`config.mk`:
```
export PLATFORM = sky130hd
export DESIGN_NAME = fetch
export DESIGN_NICKNAME = d
export VERILOG_FILES = /design/src/rtl/fetch.sv
export SDC_FILE = /design/constraint.sdc
export NUM_CORES = 1
export LEC_CHECK = 0
export ABC_CLOCK_PERIOD_IN_PS = 3700
export BUFFER_PORTS_ARGS = -buffer_cell sky130_fd_sc_hd__buf_4
export CORE_ASPECT_RATIO = 0.7
export CORE_UTILIZATION = 40
export CTS_BUF_LIST = sky130_fd_sc_hd__clkbuf_8 sky130_fd_sc_hd__clkbuf_16
export DETAILED_ROUTE_END_ITERATION = 16
export GPL_ROUTABILITY_DRIVEN = 0
export GPL_TIMING_DRIVEN = 1
export PLACE_DENSITY = 0.66
export SLEW_MARGIN = 20
export SYNTH_ARGS = -nofsm -noshare
export SYNTH_HDL_FRONTEND = slang
export SYNTH_SLANG_ARGS = --single-unit
```
`constraint.sdc`:
```
create_clock -name clk -period 3.7 [get_ports clk]
set_input_delay 0.555 -clock clk [delete_from_list [all_inputs] [get_ports clk]]
set_output_delay 0.555 -clock clk [all_outputs]
set_load 0.01 [all_outputs]
```
`src/rtl/fetch.sv`:
```
// Instruction-fetch stage with IF/ID register and one-entry skid buffer.
// Absorbs memory waits, decode stalls, redirects and sticky halt.
module fetch #(
  parameter logic [15:0] RESET_PC  = 16'h0000,
  parameter logic [15:0] NOP_INSTR = 16'h0800
) (
  input  logic        clk,
  input  logic        rst,
  input  logic        stall,
  input  logic        redirect,
  input  logic [15:0] redirectPC,
  input  logic        halt,
  output logic        imemRd,
  output logic [15:0] imemAddr,
  input  logic [15:0] imemData,
  input  logic        imemDone,
  output logic [15:0] instr,
  output logic [15:0] PCplus2,
  output logic        valid,
  output logic        err
);

  typedef enum logic [1:0] {
    S_RUN,
    S_WAIT,
    S_DRAIN,
    S_HALTED
  } state_t;

  typedef struct packed {
    logic [15:0] instr;
    logic [15:0] pc2;
  } slot_t;

  state_t      state;
  logic [15:0] pc;
  logic [15:0] req_addr;
  slot_t       skid;
  logic        skid_v;
  logic        halt_pend;

  logic [15:0] pc_inc;
  logic [15:0] tgt;
  logic        issue;
  logic        busy;

  assign pc_inc = pc + 16'd2;
  assign tgt    = {redirectPC[15:1], 1'b0};
  assign busy   = (state == S_WAIT) || (state == S_DRAIN);

  // New requests only from RUN; redirect/halt suppress them.
  assign issue = (state == S_RUN) && !stall && !skid_v
              && !halt && !redirect;

  assign imemRd   = !rst && (issue || busy);
  assign imemAddr = (state == S_RUN) ? pc : req_addr;

  always_ff @(posedge clk) begin
    if (rst) begin
      state     <= S_RUN;
      pc        <= RESET_PC;
      req_addr  <= RESET_PC;
      skid      <= '0;
      skid_v    <= 1'b0;
      halt_pend <= 1'b0;
      instr     <= NOP_INSTR;
      PCplus2   <= 16'h0000;
      valid     <= 1'b0;
      err       <= 1'b0;
    end else begin
      err <= 1'b0;
      if (state == S_HALTED) begin
        if (!stall) begin
          instr <= NOP_INSTR;
          valid <= 1'b0;
        end
      end else if (redirect) begin
        pc        <= tgt;
        err       <= redirectPC[0];
        instr     <= NOP_INSTR;
        valid     <= 1'b0;
        skid_v    <= 1'b0;
        halt_pend <= 1'b0;
        state     <= (busy && !imemDone) ? S_DRAIN : S_RUN;
      end else if (halt) begin
        skid_v <= 1'b0;
        if (!stall) begin
          instr <= NOP_INSTR;
          valid <= 1'b0;
        end
        if (busy && !imemDone) begin
          halt_pend <= 1'b1;
          state     <= S_DRAIN;
        end else begin
          state <= S_HALTED;
        end
      end else begin
        unique case (state)
          S_RUN: begin
            if (!stall && skid_v) begin
              instr   <= skid.instr;
              PCplus2 <= skid.pc2;
              valid   <= 1'b1;
              skid_v  <= 1'b0;
            end else if (!stall) begin
              req_addr <= pc;
              if (imemDone) begin
                instr   <= imemData;
                PCplus2 <= pc_inc;
                valid   <= 1'b1;
                pc      <= pc_inc;
              end else begin
                instr <= NOP_INSTR;
                valid <= 1'b0;
                state <= S_WAIT;
              end
            end
          end
          S_WAIT: begin
            if (imemDone) begin
              pc    <= pc_inc;
              state <= S_RUN;
              if (stall) begin
                skid   <= '{instr: imemData, pc2: pc_inc};
                skid_v <= 1'b1;
              end else begin
                instr   <= imemData;
                PCplus2 <= pc_inc;
                valid   <= 1'b1;
              end
            end else if (!stall) begin
              instr <= NOP_INSTR;
              valid <= 1'b0;
            end
          end
          S_DRAIN: begin
            if (!stall) begin
              instr <= NOP_INSTR;
              valid <= 1'b0;
            end
            if (imemDone) begin
              state <= halt_pend ? S_HALTED : S_RUN;
            end
          end
          default: ;
        endcase
      end
    end
  end

endmodule

```
==> flow_summary.toml, run 1 <==
[power]
power_switching_share_pct = 26.9
power_report.internal_total_w = 0.00185
pwr-share-clk_pct = 40.8
maximum_vdd_drop_mv = 0.210
combinationalPowerShare_pct = 14.8
power_frac_seq_pct = 44.3
net-switching-power_w = 0.000682
power.density_mw_per_mm2 = 418
power_leakage_nw = 2.31

[route]
vias = 4884
postRouteAntennaNets = 0
routedWlPerCell_um = 16.8
detail_route.vias_per_cell = 5.71
drc_errors = 2
detail_route.wirelength_mm = 14.4
detailedRoute.firstIterationViolations = 598
drtPass1Iterations = 12

[clock_network]
cts_setup_buffers = 0
cts_buffer_depth = 2
cts-htree-levels = 3
hold_bufs_at_cts = 0
cts_tree = "done"
cts_num_sinks = 98
postCtsResizedCells = 0
clock_insertion_delay_worst_skew_ns = 0.35
worst_setup_hold_path_clk_slew_ns = 0.07
clk_root_buffer_cell = "sky130_fd_sc_hd__clkbuf_16"
cts-buffers-inserted = 9

[global_route]
track_usage_pct = 22.1
grt_max_degree = 50
total_overflow_reported_by_the_global_router = 0
antenna_violations_before_repair = 0
grt_pass1_wl_mm = 23.0
first_global_vias = 4424

[placement]
preCtsSetupSlack_ns = 1.16
dp_hpwl_mm = 9.74
place.port_buffers = 86

[synth]
synth-main-ff-cell = "sky130_fd_sc_hd__dfxtp_1"
share_of_synthesized_area_occupied_by_flip_flops_and_latches_pct = 38.4
synth_edf_count = 0
postSynth.asyncResetShare_pct = 0
synth_seq_cells = 98
synth.top_cell.area_share_pct = 38.4
synth.avg_cell_area_um2 = 7.90
netlist-cell-type-count = 63
syn_area_mm2 = 0.00511
post_synth_inst_count = 647
ys_top_cells_by_area = "sky130_fd_sc_hd__dfxtp_1 (38%), sky130_fd_sc_hd__nand2_1 (8.5%), sky130_fd_sc_hd__a21oi_1 (8.2%)"
yosys.area.top_type = "sky130_fd_sc_hd__dfxtp_1"
synthesis.yosys.warnings = 0

[sta]
final.setup_skew_ns = 0.00983
rsz0062_at_grt = "false"
timing.setup.tns_ns = 0
postLayoutSetupSlackWorst_ns = 1.07
timing.max_slew.rel_slack_pct = 46.3
setup_viol = 0
hold_viol_final = 0
timing.final.max_slew_violations = 0
layout_min_cycle_time_ns = 2.63
min_period_over_period_pct = 71.0
worst_pin_slew_ns = 0.805
max_freq_ghz = 0.381

[critical_path]
worst-endpoint-arrival_ns = 2.91
required_ns = 3.98
cp_cell_sequence = "ha_1, nand3_1, nor4_1, xor2_1, o21ai_0, a21oi_1"
slowest_stage = "sky130_fd_sc_hd__dfxtp_1"
worstSetupPathType = "reg2reg"
critical_path.top_delay_family = "simple AND/OR/NAND/NOR gates"
critical_path.endpoint_type = "flip-flop"
largest_stage_delay_worst_path_ns = 0.59
worst_setup_path_start_kind = "flip-flop"
crit_path_max_fanout = 10
cp_num_buf_inv = 0
reg2reg_setup_slack_ns = 1.07

[floorplanning]
fp.dieW_um = 137
floorplan.initialDensity_pct = 41.2
pin_count = 89
die_y_um = 96.6
core_region_area_mm2 = 0.0124
num_rows = 34
die-area_mm2 = 0.0132

[status]
violations = "DRC"
status = "finished, violations left"

[layout]
drive_gt1_share_pct = 19.7
fillCellCount = 1192
area_growth_syn_to_layout_pct = 18.6
number_of_nets_in_the_final_layout = 733
diodes_inserted = 0

[min_path]
worst_hold_path_type = "reg2reg"

[job]
maxCapViolations = 0
[worst reg2reg max path: cells and delay by family (launching register included)]
family | cells | cell delay (ns)
AND/OR/NAND/NOR | 2 | 0.79
flip-flops | 1 | 0.59
XOR/XNOR | 1 | 0.46
AO/OA/AOI/OAI | 2 | 0.39
adder cells (fa/ha/maj) | 1 | 0.33
[metrics by stage]
| step | cells | power, W | util, % | area [um^2] | hold WS (ns) |
|---|---|---|---|---|---|
| after detailed placement | 840 | 0.00152 | 46.2 | 5740 | 0.447 |
| after global routing | 856 | 0.00263 | 48.8 | 6070 | 0.466 |
| after CTS | 856 | 0.00254 | 48.8 | 6070 | 0.454 |
| after global placement | 840 | 0.00151 | 46.2 | 5740 | 0.439 |
| after floorplan | 648 | 0.00138 | - | 5120 | 0.434 |
| final | 856 | 0.00253 | 48.8 | 6070 | 0.453 |
[metal layers]
metal  routed length [um]  GRT usage, %  vias up  share of wire, %
li1                     -             -     2370                 -
met1                 7080          33.3     2316                49
met2                 6110          30.4      186                42
met3                 1040          5.14       12               7.2
met4                  163          6.93        0               1.1
met5                    0             0        -                 0
[layout by cell type, fill, tap and decap left out, types with 7 or more instances in the layout]
cell type,netlist,routed
sky130_fd_sc_hd__a211oi_1,10,10
sky130_fd_sc_hd__a21oi_1,84,84
sky130_fd_sc_hd__a22o_1,16,16
sky130_fd_sc_hd__a22oi_1,15,15
sky130_fd_sc_hd__and3_1,15,15
sky130_fd_sc_hd__buf_4,2,93
sky130_fd_sc_hd__clkbuf_16,0,9
sky130_fd_sc_hd__dfxtp_1,98,98
sky130_fd_sc_hd__inv_1,7,7
sky130_fd_sc_hd__mux2_2,15,15
sky130_fd_sc_hd__nand2_1,116,116
sky130_fd_sc_hd__nand2b_1,11,11
sky130_fd_sc_hd__nor2_1,42,41
sky130_fd_sc_hd__nor3_1,13,13
sky130_fd_sc_hd__o211ai_1,16,16
sky130_fd_sc_hd__o21ai_0,11,11
sky130_fd_sc_hd__o22ai_1,16,16
sky130_fd_sc_hd__xor2_1,8,8
[registers in the layout, summed over array words and instances (netlist names)]
register / flops
skid: 31
instr: 16
PCplus2: 15
pc: 15
req_addr: 15
state: 2
err: 1
halt_pend: 1
skid_v: 1
valid: 1
[synthesized netlist by cell type (all sizes together) (3+ instances only)]
library cell / instances
nor2: 42
xnor2: 5
inv: 7
nand2b: 12
o21ai: 12
mux2: 15
and3: 15
a31oi: 4
clkbuf: 34
a21oi: 84
nor2b: 6
o211ai: 16
a311oi: 3
nor4: 3
a211oi: 10
xor2: 8
nand2: 116
o22ai: 16
nand3: 4
nand4: 5
ha: 6
dfxtp: 98
a211o: 4
a22oi: 15
a22o: 16
buf: 29
nor3: 14
o31ai: 6
or2: 3
nor3b: 4
or3: 6
[power by group through the flow]
stage	Combinational (W)	Sequential, W	Clock, W
2_1_floorplan	0.000255	0.00113	0
3_3_place_gp	0.000362	0.00114	0
3_5_place_dp	0.000370	0.00115	0
4_1_cts	0.000371	0.00112	0.00105
5_1_grt	0.000407	0.00113	0.00110
6_report	0.000375	0.00112	0.00103
[final timing paths]
path | start | end | cells after the start
worst max register to register | pc[1]$_SDFFE_PP0P_ | PCplus2[15]$_SDFFE_PP0P_ | 6
worst min-delay path | PCplus2[7]$_SDFFE_PP0P_ | PCplus2[7]$_SDFFE_PP0P_ | 2
worst max-delay path | pc[1]$_SDFFE_PP0P_ | PCplus2[15]$_SDFFE_PP0P_ | 6
worst min register to register | PCplus2[7]$_SDFFE_PP0P_ | PCplus2[7]$_SDFFE_PP0P_ | 2
[cell families (layout without fill, tap and decap cells)]
family / count (synthesis) / count (layout) / share of synthesized area [%]
AND/OR/NAND/NOR: 240 / 240 / 22.3
other: 1 / 2 / 0.0733
AO/OA/AOI/OAI: 202 / 202 / 25.6
multiplexers: 17 / 17 / 3.69
XOR/XNOR: 13 / 13 / 2.37
adder cells (fa/ha/maj): 6 / 6 / 1.47
flip-flops: 98 / 98 / 38.4
buffers and inverters: 70 / 116 / 6.07
[layout make-up]
| type | instances | area (um^2) | share of cell area [%] |
|---|---|---|---|
| clock buffers | 10 | 239 | 3.94 |
| clock inverters | 6 | 90.1 | 1.49 |
| inverters | 7 | 26.3 | 0.433 |
| multi-input cells | 480 | 2850 | 46.9 |
| flip-flops and latches | 98 | 1960 | 32.3 |
| well taps | 162 | 203 | 3.34 |
| repair buffers | 93 | 698 | 11.5 |
No activity file was read; power rests on OpenSTA's default activity.
==> run 2: changes to the inputs <==
ABC_AREA = 1   (was not set)
ABC_CLOCK_PERIOD_IN_PS = 2300   (was 3700)
PLACE_DENSITY = 0.67   (was 0.66)
clock period = 2.3 ns   (was 3.7 ns; I/O delays follow)
==> run 2 against run 1 <==
Against the previous run:
- the flow still finishes with violations (DRC)
- highest routed layer unchanged
- non-clock buffer count up 14
- sequential power up 71%
- clock-buffer cell count down 1
- die area up 23%
- cell area up 22%
- critical endpoint is now imemRd
==> flow_summary.toml, run 2 <==
[clock_network]
cts-buffers-inserted = 9
cts_buffer_depth = 2
cts-htree-levels = 3
cts_num_sinks = 98
hold_bufs_at_cts = 0
clk_root_buffer_cell = "sky130_fd_sc_hd__clkbuf_16"
cts_tree = "done"
worst_setup_hold_path_clk_slew_ns = 0.08
clock_insertion_delay_worst_skew_ns = 0.35

[sta]
timing.setup.tns_ns = 0
max_freq_ghz = 0.473
rsz0062_at_grt = "false"
final.setup_skew_ns = 0.0121
worst_pin_slew_ns = 0.836
min_period_over_period_pct = 91.9
timing.max_slew.rel_slack_pct = 44.3
hold_viol_final = 0
setup_viol = 0
layout_min_cycle_time_ns = 2.11
timing.final.max_slew_violations = 0

[synth]
post-synth-top-count-cell = "sky130_fd_sc_hd__nand2_1"
yosys.area.top_type = "sky130_fd_sc_hd__dfxtp_1"
postSynth.asyncResetShare_pct = 0
synth_edf_count = 0
ys_top_cells_by_area = "sky130_fd_sc_hd__dfxtp_1 (31%), sky130_fd_sc_hd__nand2_1 (19%), sky130_fd_sc_hd__inv_1 (9.1%)"
synth.top_cell.area_share_pct = 31.0
share_of_synthesized_area_occupied_by_flip_flops_and_latches_pct = 31.0
syn_area_mm2 = 0.00632
synth_seq_cells = 98
post_synth_inst_count = 1043
synthesis.yosys.warnings = 0
netlist_top_cells_count = "sky130_fd_sc_hd__nand2_1 (324), sky130_fd_sc_hd__inv_1 (153), sky130_fd_sc_hd__dfxtp_1 (98)"
netlist-cell-type-count = 34
synth.avg_cell_area_um2 = 6.06
synth-main-ff-cell = "sky130_fd_sc_hd__dfxtp_1"

[global_route]
grt_max_degree = 44
antenna_violations_before_repair = 0
track_usage_pct = 23.2
grt_pass1_wl_mm = 30.0
total_overflow_reported_by_the_global_router = 0
first_global_vias = 5608

[critical_path]
worst-endpoint-arrival_ns = 1.77
crit_path_max_fanout = 9
cp_num_buf_inv = 3
largest_stage_delay_worst_path_ns = 0.39
critical_path.endpoint_type = "output pin"
cp_cell_sequence = "inv_1, ha_2, clkinvlp_4, a21oi_1, buf_4"
worst_setup_path_start_kind = "flip-flop"
slowest_stage = "sky130_fd_sc_hd__dfxtp_1"
critical_path.top_delay_family = "buffers and inverters"
required_ns = 1.96
worstSetupPathType = "reg2out"

[power]
pwr-share-clk_pct = 30.8
power_report.internal_total_w = 0.00308
maximum_vdd_drop_mv = 0.361
power_switching_share_pct = 36.5
net-switching-power_w = 0.00177
combinationalPowerShare_pct = 29.9
power.density_mw_per_mm2 = 656
power_leakage_nw = 3.80
power_frac_seq_pct = 39.3

[floorplanning]
floorplan.initialDensity_pct = 40.9
die_y_um = 107
fp.dieW_um = 152
die-area_mm2 = 0.0163
pin_count = 89
core_region_area_mm2 = 0.0155
num_rows = 38

[route]
postRouteAntennaNets = 0
routedWlPerCell_um = 14.5
drtPass1Iterations = 11
detail_route.wirelength_mm = 18.9
detailedRoute.firstIterationViolations = 591
detail_route.vias_per_cell = 5.02
vias = 6550
drc_errors = 6

[layout]
highest_count_cells_in_the_layout_ignoring_fill_and_taps = "sky130_fd_sc_hd__nand2_1 (324), sky130_fd_sc_hd__inv_1 (154), sky130_fd_sc_hd__buf_4 (103)"
area_growth_syn_to_layout_pct = 16.9
fin_cells = 1305
largest_register_ffs = 31
diodes_inserted = 0
number_of_nets_in_the_final_layout = 1144
regMostFlops = "skid"
drive_gt1_share_pct = 16.0
layout.cells.most_common = "sky130_fd_sc_hd__nand2_1"
largest_registers = "skid (31), instr (16)"

[min_path]
worst_hold_path_type = "in2reg"

[placement]
place.port_buffers = 86
dp_hpwl_mm = 13.2
place.detailed.instances = 1288

[job]
maxCapViolations = 0

[status]
status = "finished, violations left"
violations = "DRC"
## run 2: cells by family after synthesis
| logic type | Yosys count | share of synthesized area (%) |
|---|---|---|
| adders and majority gates | 6 | 1.19 |
| xor gates and xnor gates | 6 | 0.831 |
| other | 1 | 0.0593 |
| DFF | 98 | 31.0 |
| buffers and inverters | 224 | 14.9 |
| AOI/OAI and AO/OA | 219 | 19.5 |
| and+or+nand+nor | 489 | 32.5 |
## run 2: what timing repair did
item                                    in CTS  in global routing
resized for setup                            0                  4
endpoints found under the hold margin        0                  0
buffers inserted                             0                  0
endpoints found under the setup margin       0                 23
## run 2: final timing paths
kind / startpoint / depth (start not counted) / slack, ns / to
hold / removal: redirectPC[0] / 3 / 0.24 / err$_SDFF_PP0_
setup reg to reg: state[0]$_SDFFE_PP0P_ / 7 / 0.28 / instr[14]$_SDFFE_PP0P_
setup / recovery: state[0]$_SDFFE_PP0P_ / 5 / 0.19 / imemRd
hold reg to reg: PCplus2[2]$_SDFFE_PP0P_ / 2 / 0.45 / PCplus2[2]$_SDFFE_PP0P_
## run 2: cell type report
class	count	area, um^2
Fill cell	1630	8060
Inverter	161	608
Multi-Input combinational cell	723	3440
Tap cell	200	250
Timing Repair Buffer	107	848
Clock buffer	9	225
Clock inverter	7	60.1
Sequential cell	98	1960
## run 2: power groups by stage
| stage | Combinational (W) | Clock (W) | Sequential [W] |
|---|---|---|---|
| CTS | 0.00141 | 0.00152 | 0.00190 |
| global route | 0.00162 | 0.00159 | 0.00192 |
| detailed placement | 0.00141 | 0 | 0.00194 |
| floorplan | 0.000926 | 0 | 0.00193 |
| finish | 0.00145 | 0.00149 | 0.00191 |
| global placement | 0.00139 | 0 | 0.00194 |
## run 2: per-stage QoR
step | instance area, um^2 | worst slack (ns) | hold WS, ns | util [%] | total power, W
after global placement | 7080 | 0.356 | 0.432 | 45.8 | 0.00333
after detailed placement | 7080 | 0.230 | 0.445 | 45.8 | 0.00335
after CTS | 7370 | 0.0517 | 0.233 | 47.7 | 0.00484
final | 7390 | 0.187 | 0.237 | 47.8 | 0.00485
after global routing | 7390 | 0.0454 | 0.244 | 47.8 | 0.00514
after floorplan | 6330 | 0.551 | 0.425 | - | 0.00286
## run 2: per-layer routing
layer	share of wire (%)	vias up	global-route usage [%]
li1	-	3385	-
met1	52	2919	36.3
met2	38	236	30.7
met3	9.0	10	5.94
met4	0.71	0	4.37
met5	0	-	0
## run 2: tightest hold or removal path: stages
cell	delay (ns)
sky130_fd_sc_hd__buf_4	0.11
sky130_fd_sc_hd__nand2_1	0.05
sky130_fd_sc_hd__nor2_1	0.04
==> run 3: changes to the inputs <==
ABC_CLOCK_PERIOD_IN_PS = 2200   (was 2300)
PLACE_DENSITY = 0.65   (was 0.67)
clock period = 2.2 ns   (was 2.3 ns; I/O delays follow)
==> run 3 against run 2 <==
Against the previous run:
- the flow still finishes with violations (DRC)
- clock-buffer cell count stayed put
- combinational power is 6% higher
- register-to-register slack got worse by 0.04 ns
- routed wire length down 1.8%
- first-iteration DRC count up 13%
- critical path depth is the same
- total power increased by 5.7%
- flip-flop and latch count did not move
- largest cell class unchanged
==> flow_summary.toml, run 3 (synthesis results as in run 2) <==
[floorplanning]
die_y_um = 107
die-area_mm2 = 0.0163
num_rows = 38
fp.dieW_um = 152
core_region_area_mm2 = 0.0155
pin_count = 89
floorplan.initialDensity_pct = 40.9

[layout]
largest_register_ffs = 31
post-route-util_pct = 48.0
highest_count_cells_in_the_layout_ignoring_fill_and_taps = "sky130_fd_sc_hd__nand2_1 (324), sky130_fd_sc_hd__inv_1 (153), sky130_fd_sc_hd__buf_4 (106)"
largest_registers = "skid (31), instr (16)"
diodes_inserted = 0
layout.cells.most_common = "sky130_fd_sc_hd__nand2_1"
number_of_nets_in_the_final_layout = 1145
regMostFlops = "skid"
drive_gt1_share_pct = 16.4
multi_input_comb_area_mm2 = 0.00344
sequential_cell_area_mm2 = 0.00196
area_growth_syn_to_layout_pct = 17.3
fin_cells = 1306
fillCellCount = 1627

[clock_network]
worst_setup_hold_path_clk_slew_ns = 0.07
cts-buffers-inserted = 9
cts-htree-levels = 3
cts_buffer_depth = 2
clk_root_buffer_cell = "sky130_fd_sc_hd__clkbuf_16"
cts_setup_buffers = 0
cts_tree = "done"
hold_bufs_at_cts = 0
clock_insertion_delay_worst_skew_ns = 0.37
cts_num_sinks = 98

[sta]
setup_viol = 0
hold_viol_final = 0
timing.max_slew.rel_slack_pct = 40.8
timing.setup.tns_ns = 0
final.setup_skew_ns = 0.0103
rsz0062_at_grt = "false"
layout_min_cycle_time_ns = 2.06
worst_pin_slew_ns = 0.885
min_period_over_period_pct = 93.8
timing.final.max_slew_violations = 0
max_freq_ghz = 0.484
postLayoutSetupSlackWorst_ns = 0.135

[placement]
preCtsSetupSlack_ns = 0.281
dp_hpwl_mm = 13.3
place.detailed.instances = 1290
place.port_buffers = 86

[global_route]
antenna_violations_before_repair = 0
grt_max_degree = 58
first_global_vias = 5451
total_overflow_reported_by_the_global_router = 0
track_usage_pct = 23.0
grt_pass1_wl_mm = 29.4

[power]
power_leakage_nw = 3.81
power.density_mw_per_mm2 = 692
maximum_vdd_drop_mv = 0.482

[route]
detail_route.vias_per_cell = 5.00
postRouteAntennaNets = 0
detail_route.wirelength_mm = 18.5
drtPass1Iterations = 12
detailedRoute.firstIterationViolations = 670
routedWlPerCell_um = 14.2
vias = 6530
drc_errors = 4

[critical_path]
rr_startpoint = "state[0]$_SDFFE_PP0P_"
worst_setup_path_start_kind = "flip-flop"
worst-endpoint-arrival_ns = 1.73
worstSetupPathType = "reg2out"
required_ns = 1.87
reg2reg_setup_slack_ns = 0.24
depth_of_the_worst_register_to_register_path = 6
critical_path.endpoint_type = "output pin"
crit_path_max_fanout = 9
rr_endpoint = "state[1]$_SDFFE_PP0P_"

[job]
maxCapViolations = 0

[min_path]
holdPathStages = 3
hold_path.startpoint = "redirectPC[0]"
hold_path_end = "err$_SDFF_PP0_"
worst_hold_path_type = "in2reg"

[status]
violations = "DRC"
status = "finished, violations left"
-- run 3: timing repair --
action,4_1_cts,5_1_grt
resized for setup,2,6
pin swaps,0,0
endpoints found under the setup margin,5,16
-- run 3: power breakdown --
part	internal (W)	switching, W
logic	0.000557	0.000972
clock network	0.000802	0.000806
registers	0.00188	0.000107
-- run 3: layout make-up --
type / count / area share, %
clock buffers: 9 / 3.04
clock inverters: 7 / 0.962
inverters: 161 / 8.20
multi-input cells: 722 / 46.4
flip-flops and latches: 98 / 26.5
well taps: 200 / 3.37
repair buffers: 109 / 11.5
-- run 3: how the worst max path moves through the flow --
stage,startpoint,endpoint,slack (ns),depth (start not counted)
after CTS,state[1]$_SDFFE_PP0P_,imemRd,0.009,5
after global routing,state[1]$_SDFFE_PP0P_,skid[26]$_SDFFE_PP0P_,0.02,9
final,state[0]$_SDFFE_PP0P_,imemRd,0.14,5
after floorplan,state[0]$_SDFFE_PP0P_,imemRd,0.47,5
after detailed placement,state[1]$_SDFFE_PP0P_,instr[15]$_SDFFE_PP0P_,0.28,6
after global placement,state[0]$_SDFFE_PP0P_,instr[3]$_SDFFE_PP0P_,0.34,7
-- run 3: layer usage --
metal  routed length (um)  track usage (%)
met1                 9890             37.3
met4                  131             4.23
met3                 1850             6.63
met2                 6660             28.5
met5                    0                0
-- run 3: through the flow --
stage,power (W),hold slack [ns],instance area (um^2)
floorplan,0.00299,0.425,6330
global placement,0.00349,0.440,7090
detailed placement,0.00349,0.441,7090
CTS,0.00510,0.206,7390
global route,0.00542,0.210,7420
finish,0.00513,0.205,7420
-- run 3: worst max-delay path: stages (launching register included) --
cell and delay (ns):
sky130_fd_sc_hd__dfxtp_1 0.40, sky130_fd_sc_hd__inv_1 0.12, sky130_fd_sc_hd__ha_4 0.29, sky130_fd_sc_hd__clkinvlp_4 0.19, sky130_fd_sc_hd__a21oi_2 0.23, sky130_fd_sc_hd__buf_4 0.14
